`src/rtl/gpio_pkg.sv`:
```
// Shared definitions for the GPIO peripheral.
// Register word indices (addr[5:2]) and byte-lane helpers.
package gpio_pkg;

  localparam logic [3:0] GPIO_OUT  = 4'h0;
  localparam logic [3:0] GPIO_SET  = 4'h1;
  localparam logic [3:0] GPIO_CLR  = 4'h2;
  localparam logic [3:0] GPIO_TGL  = 4'h3;
  localparam logic [3:0] GPIO_DIR  = 4'h4;
  localparam logic [3:0] GPIO_IN   = 4'h5;
  localparam logic [3:0] GPIO_RISE = 4'h6;
  localparam logic [3:0] GPIO_FALL = 4'h7;
  localparam logic [3:0] GPIO_IRQ  = 4'h8;

  function automatic logic [31:0] lane_mask(
    input logic [3:0] wen
  );
    return {{8{wen[3]}}, {8{wen[2]}},
            {8{wen[1]}}, {8{wen[0]}}};
  endfunction

endpackage

```
`src/rtl/gpio_port_sync_edge.sv`:
```
// Input synchroniser chain with one extra history
// flop for rising/falling edge detection.
module gpio_sync_edge #(
  parameter int NUM_GPIO    = 6,
  parameter int SYNC_STAGES = 2
) (
  input  logic                clk,
  input  logic                reset,
  input  logic [NUM_GPIO-1:0] gpio_i,
  output logic [NUM_GPIO-1:0] sync_in,
  output logic [NUM_GPIO-1:0] rise_raw,
  output logic [NUM_GPIO-1:0] fall_raw
);

  logic [SYNC_STAGES-1:0][NUM_GPIO-1:0] sync_q;
  logic [NUM_GPIO-1:0]                  prev_q;

  always_ff @(posedge clk) begin
    if (reset) begin
      sync_q <= '0;
      prev_q <= '0;
    end else begin
      sync_q <= {sync_q[SYNC_STAGES-2:0], gpio_i};
      prev_q <= sync_q[SYNC_STAGES-1];
    end
  end

  assign sync_in  = sync_q[SYNC_STAGES-1];
  assign rise_raw = sync_in & ~prev_q;
  assign fall_raw = ~sync_in & prev_q;

endmodule

```
`src/rtl/gpio_port.sv`:
```
// Memory-mapped GPIO port: direction, set/clr/tgl,
// synchronised inputs and edge interrupts.
module gpio_port #(
  parameter int                  NUM_GPIO    = 6,
  parameter logic [3:0]          BASE_NIBBLE = 4'h9,
  parameter int                  SYNC_STAGES = 2,
  parameter logic [NUM_GPIO-1:0] OUT_RESET   = '0
) (
  input  logic                clk,
  input  logic                reset,
  input  logic                en,
  input  logic [3:0]          wen,
  input  logic [31:0]         addr,
  input  logic [31:0]         wdata,
  output logic [31:0]         rdata,
  input  logic [NUM_GPIO-1:0] gpio_i,
  output logic [NUM_GPIO-1:0] gpio_o,
  output logic [NUM_GPIO-1:0] gpio_oe,
  output logic                irq
);

  import gpio_pkg::*;

  localparam int N = NUM_GPIO;

  logic         hit, wr_hit, rd_hit;
  logic [3:0]   sel;
  logic [31:0]  lanes;
  logic [N-1:0] wd, lm;

  logic [N-1:0] out_q, out_d;
  logic [N-1:0] dir_q, dir_d;
  logic [N-1:0] rise_q, rise_d;
  logic [N-1:0] fall_q, fall_d;
  logic [N-1:0] irq_q, irq_d;
  logic [31:0]  rdata_q, rdata_d;

  logic [N-1:0] sync_in, rise_raw, fall_raw;
  logic [N-1:0] w1c;
  logic         unused_bits;

  gpio_sync_edge #(
    .NUM_GPIO    (N),
    .SYNC_STAGES (SYNC_STAGES)
  ) u_sync (
    .clk      (clk),
    .reset    (reset),
    .gpio_i   (gpio_i),
    .sync_in  (sync_in),
    .rise_raw (rise_raw),
    .fall_raw (fall_raw)
  );

  assign hit    = en && (addr[31:28] == BASE_NIBBLE);
  assign wr_hit = hit && (wen != 4'h0);
  assign rd_hit = hit && (wen == 4'h0);
  assign sel    = addr[5:2];
  assign lanes  = lane_mask(wen);
  assign lm     = lanes[N-1:0];
  assign wd     = wdata[N-1:0] & lm;

  assign unused_bits = ^{addr[27:6], addr[1:0],
                         wdata, lanes};

  always_comb begin
    out_d  = out_q;
    dir_d  = dir_q;
    rise_d = rise_q;
    fall_d = fall_q;
    w1c    = '0;
    if (wr_hit) begin
      case (sel)
        GPIO_OUT:  out_d  = (out_q & ~lm) | wd;
        GPIO_SET:  out_d  = out_q | wd;
        GPIO_CLR:  out_d  = out_q & ~wd;
        GPIO_TGL:  out_d  = out_q ^ wd;
        GPIO_DIR:  dir_d  = (dir_q & ~lm) | wd;
        GPIO_RISE: rise_d = (rise_q & ~lm) | wd;
        GPIO_FALL: fall_d = (fall_q & ~lm) | wd;
        GPIO_IRQ:  w1c    = wd;
        default:   ;
      endcase
    end
    // new edges override a same-cycle clear
    irq_d = (irq_q & ~w1c)
          | (rise_raw & rise_q)
          | (fall_raw & fall_q);
  end

  always_comb begin
    rdata_d = '0;
    if (rd_hit) begin
      case (sel)
        GPIO_OUT:  rdata_d = 32'(out_q);
        GPIO_DIR:  rdata_d = 32'(dir_q);
        GPIO_IN:   rdata_d = 32'(sync_in);
        GPIO_RISE: rdata_d = 32'(rise_q);
        GPIO_FALL: rdata_d = 32'(fall_q);
        GPIO_IRQ:  rdata_d = 32'(irq_q);
        default:   rdata_d = '0;
      endcase
    end
  end

  always_ff @(posedge clk) begin
    if (reset) begin
      out_q   <= OUT_RESET;
      dir_q   <= '0;
      rise_q  <= '0;
      fall_q  <= '0;
      irq_q   <= '0;
      rdata_q <= '0;
    end else begin
      out_q   <= out_d;
      dir_q   <= dir_d;
      rise_q  <= rise_d;
      fall_q  <= fall_d;
      irq_q   <= irq_d;
      rdata_q <= rdata_d;
    end
  end

  assign rdata   = rdata_q;
  assign gpio_o  = out_q;
  assign gpio_oe = dir_q;
  assign irq     = |irq_q;

endmodule

```
`config.mk`:
```
export PLATFORM = sky130hd
export DESIGN_NAME = gpio_port
export DESIGN_NICKNAME = d
export VERILOG_FILES = /design/src/rtl/gpio_pkg.sv /design/src/rtl/gpio_port_sync_edge.sv /design/src/rtl/gpio_port.sv
export SDC_FILE = /design/constraint.sdc
export NUM_CORES = 1
export LEC_CHECK = 0
export CORE_MARGIN = 8
export CORE_UTILIZATION = 43
export CTS_BUF_LIST = sky130_fd_sc_hd__clkbuf_8
export CTS_CLUSTER_SIZE = 20
export DETAILED_ROUTE_END_ITERATION = 7
export GPL_ROUTABILITY_DRIVEN = 0
export GPL_TIMING_DRIVEN = 0
export PLACE_DENSITY_LB_ADDON = 0.05
export SLEW_MARGIN = 20
export SYNTH_ARGS = -nofsm -noshare
export SYNTH_HDL_FRONTEND = slang
export SYNTH_SLANG_ARGS = --single-unit
```
`constraint.sdc`:
```
create_clock -name clk -period 2.5 [get_ports clk]
set_input_delay 0.75 -clock clk [delete_from_list [all_inputs] [get_ports clk]]
set_output_delay 0.75 -clock clk [all_outputs]
set_load 0.02 [all_outputs]
```
# Yosys cells after proc, flatten, opt, wreduce, memory -nomap -nowiden
# Index checks and enable logic that the tools add are counted.
[word_totals]
reg_bits = 80
in_bits = 77
out_inout_bits = 45
word_cells = 60
[classes]
eq_ne = 9
muxes = 4
bitwise_logic = 25
reduce_logical = 13
[op_table]
columns = ["op", "count"]
rows = [
  ["$and A6 B6 Y6", 11],
  ["$or A6 B6 Y6", 7],
  ["$pmux W6 S6", 1],
  ["$not A6 Y6", 5],
  ["$pmux W6 S4", 1],
  ["$eq A4 B3 Y1 const B", 4],
  ["$mux W6", 2],
  ["$eq A4 B2 Y1 const B", 2],
  ["$eq A4 B4 Y1 const B", 2],
  ["$logic_not A4 Y1", 2],
  ["$reduce_and A2 Y1", 4],
  ["$reduce_bool A4 Y1", 2],
  ["$reduce_or A6 Y1", 1],
  ["$xor A6 B6 Y6", 1],
  ["$eq A4 B1 Y1 const B", 1],
  ["$logic_and A1 B1 Y1", 3],
  ["$reduce_or A2 Y1", 1],
  ["$not A1 Y1", 1],
]

# Depth between registers and ports, before layout
# Gate-level depths: netlist of the first run.
[depth]
ltp_word = 8
ltp_mapped = 7
mapped_depth_nobuf = 6

# Hierarchy
# From an unflattened synthesis of the first run, not the netlist that was laid out.
[hier_totals]
cells_unflattened = 274
area_unflattened_um2 = 2647.5
[modules_own_cells]
columns = ["module", "n_inst", "cells_per_inst", "area_per_inst_um2", "seq_area_each_um2"]
rows = [
  ["gpio_port", 1, 219, 2038.2, 720.7],
  ["gpio_sync_edge", 1, 55, 609.3, 360.3],
]

# Least setup slack after synthesis of the first run
# No wires, ideal clock.
[synth_timing]
path_type = "input-to-reg"
from = "input addr[5]"
to = "register out_q[0] (netlist: gpio_o[0])"
setup_ns = 0.117
arrival_time_ns = 1.845
required_time_ns = 2.383
path_slack_ns = 0.539
stages = 4
path_buffers = 1
cell_sequence = "buf_2 > or3_4 > o31a_1 > a22o_1"
[synth_via]
elab_chain_cells = 3
word_cells_on_any_way = 7
cone_classes = "eq/ne: 3; mux: 1; reduce/logical: 3"
[synth_lines]
columns = ["element", "line", "text"]
rows = [
  ["start: declaration", "gpio_port.sv:13", "input logic [31:0] addr,"],
  ["$eq A4 B2 Y1 (tied with other cells)", "gpio_port.sv:72", "case (sel)"],
  ["$reduce_bool A4 Y1 (no source line)", "n/a", ""],
  ["$reduce_and A2 Y1 (no source line)", "n/a", ""],
  ["end signal: assignment", "gpio_port.sv:114", "out_q <= out_d;"],
  ["end: declaration", "gpio_port.sv:31", "logic [N-1:0] out_q, out_d;"],
]
# Parallel ways exist; a longest one is shown, timed or not.
# A chain may end at the register's enable or synchronous reset.

# Worst setup path in the final report of the first run
[layout_timing]
from = "register irq_q[5]"
to = "output irq"
[layout_via]
elab_chain_cells = 1
[layout_lines]
columns = ["element", "line", "text"]
rows = [
  ["start: declaration", "gpio_port.sv:35", "logic [N-1:0] irq_q, irq_d;"],
  ["start signal: assignment", "gpio_port.sv:118", "irq_q <= irq_d;"],
  ["$reduce_or A6 Y1", "gpio_port.sv:126", "assign irq = |irq_q;"],
  ["end: declaration", "gpio_port.sv:19", "output logic irq"],
]
# No other way between the ends.

==> impl_metrics.py, run 1 <==
metrics = {
    "run_status": {
        "outcome": "completed",
    },
    "final_layout": {
        "final_layout_size_suffix_gt1_frac": 0.155,
        "fillers": 571,
        "antennaDiodeCount": 0,
        "syn2layout_area_growth_pct": 28.0,
        "stdcell_count": 430,
        "fin_util": 0.571,
        "nets": 437,
    },
    "route": {
        "wl_per_cell_um": 15.1,
        "met1_length_mm": 3.01,
        "dr_wl_met3_um": 452,
        "post-route-drc-count": 0,
        "wirelength_mm": 6.48,
        "dr.max_layer_used": "met4",
        "antenna_left": 0,
        "drt-initial-drc-count": 207,
        "avgViaCountPerCell": 4.95,
        "dr_total_vias": 2129,
        "wl_met2_mm": 2.94,
        "first_pass_iters": 4,
    },
    "critical_path": {
        "crit_type": "reg2out",
        "crit_arrival_ns": 1.60,
        "path_max_fanout": 3,
        "reg2reg_to": "gpio_o[5]",
        "rr_worst_depth": 5,
        "rr_startpoint": "gpio_o[5]",
        "cp_slowest_cell": "clkdlybuf4s50_1",
        "cp_slowest_stage_delay_ns": 0.54,
        "cp_data_required_time_ns": 1.75,
        "rrSetupSlack_ns": 1.30,
        "critPathLaunchType": "flop",
        "path_cells": "nor4_1 -> nand2_1 -> clkdlybuf4s50_1",
        "end_kind": "primary output",
    },
    "timing": {
        "setup_viol": 0,
        "finalClockSkew_ns": 0.00267,
        "whs_ns": 0.446,
        "period_share": 0.939,
        "worst_slew_pin_slew_ns": 0.527,
        "fin_crit_ns": 2.35,
        "hold_violations": 0,
        "slew_violations": 0,
        "rsz0062_at_grt": "no",
        "max_slew_margin": 0.649,
        "fmax_mhz": 426,
    },
    "floorplan": {
        "ios": 122,
        "dieArea_um2": 8960,
        "die_w_um": 94.6,
        "start_util": 0.446,
        "core_area_um2": 5960,
        "die_h_um": 94.6,
        "rows": 28,
    },
    "grt": {
        "grt_pass1_wl_mm": 10.3,
        "grt.overflow.total": 0,
        "grt_max_degree": 17,
        "antenna_found_initial": 0,
        "grt_pass1_vias": 2053,
        "grtUsageTotal": 0.146,
    },
    "worst_hold_path": {
        "hold_depth": 1,
        "worstHoldStart": "u_sync.sync_q[0]",
        "hold_path_end": "u_sync.sync_in[0]",
        "min_path_type": "reg2reg",
    },
    "clocking": {
        "cts_tree": "done",
        "cts_setup_buffers": 0,
        "clkTransAtPathRegs_ns": 0.10,
        "cts-htree-levels": 2,
        "clk_latency_ns": 0.32,
        "clock_path_buffers": 2,
        "cts_buffers": 5,
        "cts_sinks": 54,
        "cts_root_buf": "clkbuf_8",
        "ctsResizeCount": 0,
        "hold_buffers": 0,
    },
    "synth": {
        "synth.largest_area_cell": "dfxtp_1",
        "synth_edf_count": 0,
        "synth_top_area_frac": 0.407,
        "synth_cells": 281,
        "yosysWarnings": 0,
        "yosys_register_bits": 54,
        "netlist_area_um2": 2660,
        "seq_area_frac_synth": 0.407,
        "avgSynthCellArea_um2": 9.46,
        "synthFlopType": "dfxtp_1",
        "synthTopCellsByArea": "dfxtp_1, mux2i_1, buf_4",
        "synth-async-reset-ratio": 0,
        "yosysUniqueCellTypes": 42,
    },
    "power": {
        "total_leakage_power_nw": 1.50,
        "power.density_nw_per_um2": 533,
        "irDropWorstVdd_uv": 363,
    },
    "place": {
        "dp_hpwl_mm": 4.97,
        "dp.cells": 422,
        "port_buffers": 41,
    },
    "flow_run": {
        "cap_viol_max_count": 0,
    },
}
==> placed cells by master, fill, tap and decap left out, types with 2 or more instances in the layout <==
cell             Yosys  routed
a21oi_1              3       3
buf_6                2       2
nor4_1               2       2
a31oi_1              7       7
dfxtp_1             54      54
clkbuf_1             8       8
bufinv_16            0       2
inv_1                2       2
buf_2                3       3
o2bb2ai_1            4       4
o21ai_0             17      17
a22o_1              10      10
nand3_1              3       3
clkdlybuf4s50_1      0      41
clkbuf_8             0       6
nand3b_1            13      13
o211ai_1             3       3
nor2_1              24      24
mux2_2               6       6
conb_1               1      26
nand4_2              2       2
a22oi_1              4       4
mux2i_1             23      23
nand2_1             12      12
buf_4               27      27
ha_1                 6       6
nor2b_1             27      26
==> final cells by class <==
type / instances / area, µm² / area share
Clock inverter: 2 / 60.1 / 0.0177
Inverter: 2 / 7.51 / 0.00221
Multi-Input combinational cell: 208 / 1390 / 0.408
Sequential cell: 54 / 1080 / 0.318
Tap cell: 75 / 93.8 / 0.0276
Clock buffer: 6 / 82.6 / 0.0243
Buffer: 42 / 279 / 0.0820
Timing Repair Buffer: 41 / 410 / 0.121
==> worst max path at each step <==
stage,start,end,slack (ns)
global placement,addr[5],irq_q[2],-0.26
detailed placement,addr[5],irq_q[3],-0.23
global route,addr[5],irq_q[5],0.05
CTS,addr[5],irq_q[3],0.1
floorplan,addr[5],gpio_o[0],0.54
finish,irq_q[5],irq,0.15
==> metal layers <==
metal	GRT usage	vias up
li1	-	1084
met1	0.183	973
met2	0.237	64
met3	0.0397	8
met4	0.0494	0
met5	0	-
==> worst max-delay path: cells and delay by family (launching register included) <==
kind / cells / cell delay, ns
buffers and inverters: 1 / 0.54
DFF: 1 / 0.36
and+or+nand+nor: 2 / 0.38
==> power breakdown <==
part	switching (W)	internal, W
sequential	0.00000590	0.000872
clock	0.000299	0.000427
combinational	0.000115	0.0000942
==> metrics by stage <==
stage               setup WS [ns]  power, W  setup TNS [ns]  instance area (µm²)
floorplan                   0.539   0.00104               0                 2750
global placement           -0.256   0.00110           -2.22                 3260
detailed placement         -0.229   0.00110           -2.01                 3260
CTS                        0.0957   0.00182               0                 3400
global route               0.0490   0.00187               0                 3400
finish                      0.154   0.00181               0                 3400
==> kinds of logic (layout without fill, tap and decap cells) <==
group,count (synthesis),after routing,synth area share
compound gates,51,51,0.129
fa+ha+maj,6,6,0.0282
buf+inv,44,93,0.108
flops,54,54,0.407
mux,29,29,0.112
other cells,1,26,0.00141
simple gates,96,96,0.215
==> cell usage after synthesis (2+ instances only) <==
library cell and number:
buf_6 2, nand3_1 3, nor2b_1 27, nor2_1 24, inv_1 2, nand3b_1 13
buf_4 27, o2bb2ai_1 4, o211ai_1 3, mux2i_1 23, clkbuf_1 8, a21oi_1 3
o21ai_0 17, a22oi_1 4, buf_2 3, a31oi_1 7, nand2_1 12, ha_1 6
mux2_2 6, nor4_1 2, nand4_2 2, a22o_1 10, dfxtp_1 54
Power figures use the tool's default switching activity.
==> inputs of run 2 (changes only) <==
--- a/config.mk
+++ b/config.mk
@@ -13,7 +13,7 @@
 export GPL_ROUTABILITY_DRIVEN = 0
 export GPL_TIMING_DRIVEN = 0
 export PLACE_DENSITY_LB_ADDON = 0.05
-export SLEW_MARGIN = 20
+export SLEW_MARGIN = 30
 export SYNTH_ARGS = -nofsm -noshare
 export SYNTH_HDL_FRONTEND = slang
 export SYNTH_SLANG_ARGS = --single-unit
==> results of run 2 <==
No change in the layout: final DEF, timing and power equal those of run 1.
